===== config.mk =====
export PLATFORM = sky130hd
export DESIGN_NAME = reg_writeback_unit
export DESIGN_NICKNAME = d
export VERILOG_FILES = /design/src/rtl/reg_writeback_unit.sv
export SDC_FILE = /design/constraint.sdc
export NUM_CORES = 1
export LEC_CHECK = 0
export ABC_AREA = 0
export CAP_MARGIN = 15
export CORE_ASPECT_RATIO = 1.4
export CORE_MARGIN = 2
export CORE_UTILIZATION = 47
export DETAILED_ROUTE_END_ITERATION = 6
export PLACE_DENSITY = 0.75
export SLEW_MARGIN = 0
export SYNTH_ARGS = -nofsm -noshare
export SYNTH_HDL_FRONTEND = slang
export SYNTH_SLANG_ARGS = --single-unit

===== constraint.sdc =====
create_clock -name clk -period 2.4 [get_ports clk]
set_input_delay 0.6 -clock clk [delete_from_list [all_inputs] [get_ports clk]]
set_output_delay 0.6 -clock clk [all_outputs]
set_load 0.01 [all_outputs]

===== src/rtl/reg_writeback_unit.sv =====
// Register-file write front end: merges a single-cycle ALU result stream and a FIFO-buffered
// long-latency stream into one write port, and tracks outstanding long-latency destinations.
module reg_writeback_unit #(
  parameter int DATA_WIDTH = 32,
  parameter int ADDR_WIDTH = 5,
  parameter int FIFO_DEPTH = 4
) (
  input  logic                          clk,
  input  logic                          resetN,
  input  logic                          aluValid,
  input  logic [ADDR_WIDTH-1:0]         aluReg,
  input  logic [DATA_WIDTH-1:0]         aluData,
  input  logic                          memValid,
  output logic                          memReady,
  input  logic [ADDR_WIDTH-1:0]         memReg,
  input  logic [DATA_WIDTH-1:0]         memData,
  input  logic                          issueValid,
  input  logic [ADDR_WIDTH-1:0]         issueReg,
  output logic [2**ADDR_WIDTH-1:0]      pendingMask,
  output logic [$clog2(FIFO_DEPTH):0]   fifoCount,
  output logic [ADDR_WIDTH-1:0]         writeReg,
  output logic [DATA_WIDTH-1:0]         writeData,
  output logic                          writeEnable
);
  localparam int NREG = 2**ADDR_WIDTH;
  localparam int PW   = $clog2(FIFO_DEPTH);
  localparam int CW   = PW + 1;
  localparam logic [CW-1:0] FULL_COUNT = CW'(FIFO_DEPTH);

  logic [ADDR_WIDTH-1:0] r_fifo_reg  [FIFO_DEPTH];
  logic [DATA_WIDTH-1:0] r_fifo_data [FIFO_DEPTH];
  logic [PW-1:0]         r_wr_ptr;
  logic [PW-1:0]         r_rd_ptr;
  logic [CW-1:0]         r_count;
  logic [NREG-1:0]       r_pending;

  logic                  w_alu_sel;
  logic                  w_pop;
  logic                  w_push;
  logic [ADDR_WIDTH-1:0] w_head_reg;
  logic [DATA_WIDTH-1:0] w_head_data;
  logic [NREG-1:0]       w_set;
  logic [NREG-1:0]       w_clr;

  // A dropped ALU write to r0 leaves the slot free for the FIFO head.
  assign w_alu_sel   = aluValid && (aluReg != '0);
  assign w_pop       = !w_alu_sel && (r_count != '0);
  assign memReady    = resetN && (r_count != FULL_COUNT);
  assign w_push      = memValid && memReady && (memReg != '0);
  assign w_head_reg  = r_fifo_reg[r_rd_ptr];
  assign w_head_data = r_fifo_data[r_rd_ptr];

  always_ff @(posedge clk) begin
    if (w_push) begin
      r_fifo_reg[r_wr_ptr]  <= memReg;
      r_fifo_data[r_wr_ptr] <= memData;
    end
  end

  always_ff @(posedge clk or negedge resetN) begin
    if (!resetN) begin
      r_wr_ptr <= '0;
      r_rd_ptr <= '0;
      r_count  <= '0;
    end else begin
      if (w_push) r_wr_ptr <= r_wr_ptr + PW'(1);
      if (w_pop)  r_rd_ptr <= r_rd_ptr + PW'(1);
      case ({w_push, w_pop})
        2'b10:   r_count <= r_count + CW'(1);
        2'b01:   r_count <= r_count - CW'(1);
        default: r_count <= r_count;
      endcase
    end
  end

  always_ff @(posedge clk or negedge resetN) begin
    if (!resetN) begin
      writeEnable <= 1'b0;
      writeReg    <= '0;
      writeData   <= '0;
    end else begin
      writeEnable <= w_alu_sel || w_pop;
      if (w_alu_sel) begin
        writeReg  <= aluReg;
        writeData <= aluData;
      end else if (w_pop) begin
        writeReg  <= w_head_reg;
        writeData <= w_head_data;
      end
    end
  end

  // Per-register set/clear decode; register 0 is never tracked.
  generate
    for (genvar gi = 0; gi < NREG; gi++) begin : g_sb
      assign w_set[gi] = (gi != 0) && issueValid && (issueReg == ADDR_WIDTH'(gi));
      assign w_clr[gi] = w_pop && (w_head_reg == ADDR_WIDTH'(gi));
    end
  endgenerate

  always_ff @(posedge clk or negedge resetN) begin
    if (!resetN) r_pending <= '0;
    else         r_pending <= (r_pending & ~w_clr) | w_set;
  end

  assign pendingMask = r_pending;
  assign fifoCount   = r_count;
endmodule

# == Word-level counts from Yosys, hierarchy flattened ==
# Memories as Yosys holds them, arrays and structs flattened.
# Index checks and enable logic that the tools add are counted.
# word_totals
regBits,77
mem_bits_rw,148
wordCells,164
out_inout_bits,74
n_memories,2
in_bits,84
# mem_list
memory,depth,width,rd,rd_ports_with_merged_regs,wr,line_no,text
r_fifo_data,4,32,1,0,1,31,logic [DATA_WIDTH-1:0] r_fifo_data [FIFO_DEPTH];
r_fifo_reg,4,5,1,0,1,30,logic [ADDR_WIDTH-1:0] r_fifo_reg [FIFO_DEPTH];
# op_classes
muxes,7
bitwise_logic,3
n_reduce_logical,76
n_eq_ne,65
add_sub_neg,4
# ops
op,count
$eq A5 B5 Y1 const B,32
$eq A5 B4 Y1 const B,16
$logic_and A1 B1 Y1,68
$mux W32,2
$eq A5 B3 Y1 const B,8
$and A32 B32 Y32,1
$not A32 Y32,1
$or A32 B32 Y32,1
$eq A5 B2 Y1 const B,4
$eq A5 B1 Y1 const B,2
$mux W5,2
$reduce_bool A5 Y1,2
$pmux W3 S2,1
$logic_not A5 Y1,1
$add A2 B1 Y2 const B,2
$reduce_bool A2 Y1,2
$add A3 B1 Y3 const B,1
$ne A3 B3 Y1 const B,1
$reduce_bool A3 Y1,1
$sub A3 B1 Y3 const B,1
$eq A2 B1 Y1 const B,1
$eq A2 B2 Y1 const B,1
$mux W1,2
$logic_not A1 Y1,1
$logic_or A1 B1 Y1,1

# == Logic depth before layout (Yosys ltp) ==
# logic_depth
word_depth,8
ltp_mapped,10
ltp_nobuf,10

# == Worst setup path after synthesis ==
# No wires, ideal clock.
# synth_timing
path_type,input to register
startpoint,input port resetN
endpoint,"memory r_fifo_data[0][0], enable pin"
cell_stages,4
arrival_ns,2.128
slack_ns,-0.126
t_required_ns,2.002
setup_ns,0.398
n_path_buf,0
path_cell_list,inv_1 > a31oi_1 > o211a_1 > and2_1
# synth_via
elab_chain_len,5
# synth_lines
element,line_no,text
from (decl),9,"input logic resetN,"
$logic_and A1 B1 Y1,48,assign memReady = resetN && (r_count != FULL_COUNT);
named net memReady,14,"output logic memReady,"
$logic_and A1 B1 Y1 (2 in a row),49,assign w_push = memValid && memReady && (memReg != '0);
$mux W1,54,if (w_push) begin
$mux W1 (implied by the code),56,r_fifo_data[r_wr_ptr] <= memData;
to (decl),31,
# The timed path passes the listed nets, and every way through them passes these cells.

# == Final worst setup path ==
# layout_timing
startpoint,input port aluReg[0]
endpoint,register r_count[2] (netlist: fifoCount[2])
# layout_via
elab_chain_len,6
elab_cells_between_ends,8
cone_classes,eq/ne (2); mux (1); reduce/logical (5)
# layout_lines
element,line_no,text
from (decl),11,"input logic [ADDR_WIDTH-1:0] aluReg,"
$reduce_bool A5 Y1 (*),46,assign w_alu_sel = aluValid && (aluReg != '0);
$logic_and A1 B1 Y1 (*),46,
$logic_not A1 Y1 (*),47,assign w_pop = !w_alu_sel && (r_count != '0);
$logic_and A1 B1 Y1 (*),47,
named net w_pop,38,logic w_pop;
$eq A2 B1 Y1 / $eq A2 B2 Y1 (equally long branches),68,"case ({w_push, w_pop})"
$pmux W3 S2 / $reduce_bool A2 Y1 (equally long branches),-,
to (signal assigned),69,2'b10: r_count <= r_count + CW'(1);
to (signal assigned),70,2'b01: r_count <= r_count - CW'(1);
to (signal assigned),71,default: r_count <= r_count;
to (decl),34,logic [CW-1:0] r_count;
# Mark *: on every way through the listed nets, which the timed path passes. The rest lies on a longest branch.
# A chain may end at the register's enable or synchronous reset.

==> out/qor_table.md <==
| Item | Reported |
|---|---|
| Area of the mapped netlist | 0.00892 mm² |
| Clock Path Buffers | 3 |
| Share of the synthesized netlist area taken by xor and xnor gates | 0.589% |
| Busiest metal layer after global routing | met2 |
| Clock-pin transition on the worst setup and hold timing paths | 0.06 ns |
| Fin Clk Skew | 0.00802 ns |
| Number of vias per cell | 5.56 |
| Starting Density | 47.9% |
| Status | finished clean |
| Pre-CTS setup slack | -0.613 ns |
| Global routing usage on met3 | 3.60% |
| Die width | 120 µm |
| Register with the most flip-flops | r_fifo_data |
| Number of synthesized register bits | 225 |
| Post-place instance area | 0.0111 mm² |
| Detailed-placement wirelength estimate | 14100 µm |
| Startpoint type of the worst setup path | primary input |
| Post-route clock period utilization | 96.9% |
| Antenna diode count | 0 |
| Worst Hold Margin | 0.0863 ns |
| Share of async-settable or async-resettable flops after synthesis | 34.2% |
| Global Route met1 Usage | 24.4% |
| Beginning of the worst register-to-register path | r_rd_ptr[0] |
| Initial antenna violation count | 0 |
| Max-cap viol count | 0 |
| Site Rows | 59 |
| Final setup slack of the worst path | 0.0736 ns |
| Adder-cell area share of the yosys netlist | 0.926% |
| Synth cell types | 40 |
| Critical path origin | aluReg[0] |
| Fraction of layout cells with a size suffix above 1 | 17.5% |
| Power density cells | 1120 mW/mm² |
| Largest voltage drop on the vdd net | 0.677 mV |
| Number of post-CTS setup repair buffers | 0 |
| DRT iter0 DRCs | 446 |
| Syn nets | 623 |
| Leakage power | 4.45 nW |
| Rel. slew slack | 51.1% |
| Leading cell type in the layout, fill and taps excluded | sky130_fd_sc_hd__clkdlybuf4s50_1 |
| Cell area after layout | 0.0118 mm² |
| Final Critical Period | 2.33 ns |
| Tightest Hold Check Type | primary input to asynchronous set/reset pin |
| Data arrival at the endpoint of the critical path | 2.75 ns |
| Clock latency of the later-clocked register in the worst-skew pair | 0.49 ns |
| DRC violation count after routing | 0 |
| Register area share after synthesis | 71.4% |
| Core outline area | 0.0186 mm² |
| GRT met2 Usage | 37.3% |
| Residual overflow from global routing | 0 |
| Post-CTS Hold Buffers | 0 |
| Total number of vias | 5473 |
| Flip-flop count of the largest register, all copies and words added | 128 |
| Setup crit end kind | flop |
| Root cell of the clock tree | sky130_fd_sc_hd__clkbuf_16 |
| Syn avg cell area | 16.7 µm² |
| Wire length reported by the detailed router | 20500 µm |
| Proportion of synthesized area in mux cells | 13.8% |
| Transition time of the tightest slew-check pin | 0.734 ns |
| Number of enable flip-flop cells after synthesis | 148 |
| Number of nets still failing antenna checks after routing | 0 |
| Total power of the final layout | 13.2 mW |
| Vertical extent of the die | 167 µm |
| Global-route wire length before repair | 31900 µm |
| Endpoint required time on the critical path | 2.82 ns |
| Fin. Hold Viols | 0 |
| Avg WL per Cell | 20.9 µm |
| Final sum of negative setup slack | 0 ns |
| Post-synthesis simple-gate area fraction | 4.63% |
| Number of H-tree levels | 1 |
| Synth Area in Compound Gates | 6.94% |
| Final estimated routing congestion in global placement | 0.939 |
| Number of warnings reported in the yosys synthesis log | 0 |
| Count of input and output buffers | 157 |
| CTS tree | yes |
| Total I/O pin count | 158 |
| Count of final setup violators | 0 |
| Number of clock sinks | 225 |
| Largest fanout on the critical path | 2 |
| Number of buffers created by CTS | 22 |
| Main combinational cell family by area after synthesis | multiplexers |
| Maximum frequency from static timing analysis | 430 MHz |
| DR pass1 iterations | 6 |
| Vias in the first global route | 5906 |
| Count of pins over their slew limit | 0 |
| Die Area | 0.0201 mm² |
| Synthesized instance count | 533 |
| Kind of critical path | primary input to flop |
| Most common flop cell mapped by yosys | sky130_fd_sc_hd__edfxtp_1 |
| Largest net degree at the start of global routing | 78 |
| Syn-to-layout area delta | 32.2% |
| GRT Overall Usage | 20.5% |
| Leading cell types in the layout, fill and taps excluded | 151 x sky130_fd_sc_hd__clkdlybuf4s50_1, 148 x sky130_fd_sc_hd__edfxtp_1, 75 x sky130_fd_sc_hd__dfrtp_1, 37 x sky130_fd_sc_hd__nor2_1 |
| Final #Nets | 815 |
## path summary, 6_finish.rpt
kind                       depth (start not counted)                to  slack [ns]
min                                                2   pendingMask[25]        0.09
max                                               10      fifoCount[2]        0.07
max in group asynchronous                          3      writeData[4]        1.70
max reg2reg                                        5    pendingMask[1]        0.19
min in group clk                                   1  r_fifo_reg[0][4]        0.42
min reg2reg                                        2   pendingMask[11]        0.51
## final cells by class
type,instances,area [µm²]
fill,1357,6810
sequential,225,6370
multi-input combinational,271,2430
timing repair buffer,198,1970
clock buffer,27,601
tap,244,305
clock inverter,13,87.6
inverter,7,26.3
## worst max-delay path, cell delays in order
cell and delay [ns]:
sky130_fd_sc_hd__clkdlybuf4s50_1 0.44, sky130_fd_sc_hd__o31ai_2 0.30, sky130_fd_sc_hd__buf_4 0.17, sky130_fd_sc_hd__and3_1 0.20
sky130_fd_sc_hd__ha_2 0.20, sky130_fd_sc_hd__inv_2 0.05, sky130_fd_sc_hd__fa_2 0.38, sky130_fd_sc_hd__xor2_1 0.15
sky130_fd_sc_hd__nor2_1 0.12, sky130_fd_sc_hd__xor2_1 0.15
## metrics by stage
| step | std cells | utilization, % |
|---|---|---|
| global placement | 944 | 59.5 |
| CTS | 984 | 63.2 |
| detailed placement | 944 | 59.5 |
| floorplan | 533 | - |
| finish | 985 | 63.4 |
| global route | 985 | 63.4 |
## cells by family (layout without fill, tap and decap cells)
family	Yosys count	in the layout
DFF	225	225
muxes	76	76
buffers and inverters	37	245
and+or+nand+nor	84	84
xor gates and xnor gates	6	6
adders and majority gates	6	6
AOI/OAI and AO/OA	99	99
## per-layer routing
metal | wire length, µm | up-vias
met5 | 0 | -
met4 | 567 | 0
met3 | 1160 | 44
met2 | 11100 | 204
met1 | 7690 | 2770
li1 | - | 2455
## power by group
group | switching [mW] | internal (mW)
sequential | 0.466 | 4.97
clock | 1.37 | 1.88
combinational | 2.14 | 2.37
total | 3.97 | 9.23
## cell usage after synthesis, types with 3 or more instances
master	number	share of area, %
sky130_fd_sc_hd__edfxtp_1	148	50
sky130_fd_sc_hd__dfrtp_1	77	22
sky130_fd_sc_hd__nor2_1	37	1.6
sky130_fd_sc_hd__o31ai_1	37	3.1
sky130_fd_sc_hd__mux2i_1	36	4.0
sky130_fd_sc_hd__mux4_2	36	9.1
sky130_fd_sc_hd__a21oi_1	35	2.0
sky130_fd_sc_hd__clkbuf_1	21	0.88
sky130_fd_sc_hd__o21ai_0	19	1.1
sky130_fd_sc_hd__nand2_1	15	0.63
sky130_fd_sc_hd__nand2b_1	10	0.70
sky130_fd_sc_hd__inv_1	7	0.29
sky130_fd_sc_hd__buf_1	6	0.25
sky130_fd_sc_hd__ha_1	5	0.70
sky130_fd_sc_hd__and2_1	4	0.28
sky130_fd_sc_hd__mux2_2	3	0.38
sky130_fd_sc_hd__nand4b_1	3	0.29
sky130_fd_sc_hd__or3_1	3	0.21
sky130_fd_sc_hd__xnor2_1	3	0.29
sky130_fd_sc_hd__xor2_1	3	0.29
## what timing repair did
| action | 4_1_cts | 5_1_grt |
|---|---|---|
| gates resized for setup | 3 | 6 |
| pin swaps | 0 | 4 |
| setup endpoints to repair | 2 | 1 |
| hold endpoints to repair | 0 | 0 |
(Power assumes the default switching activity.)
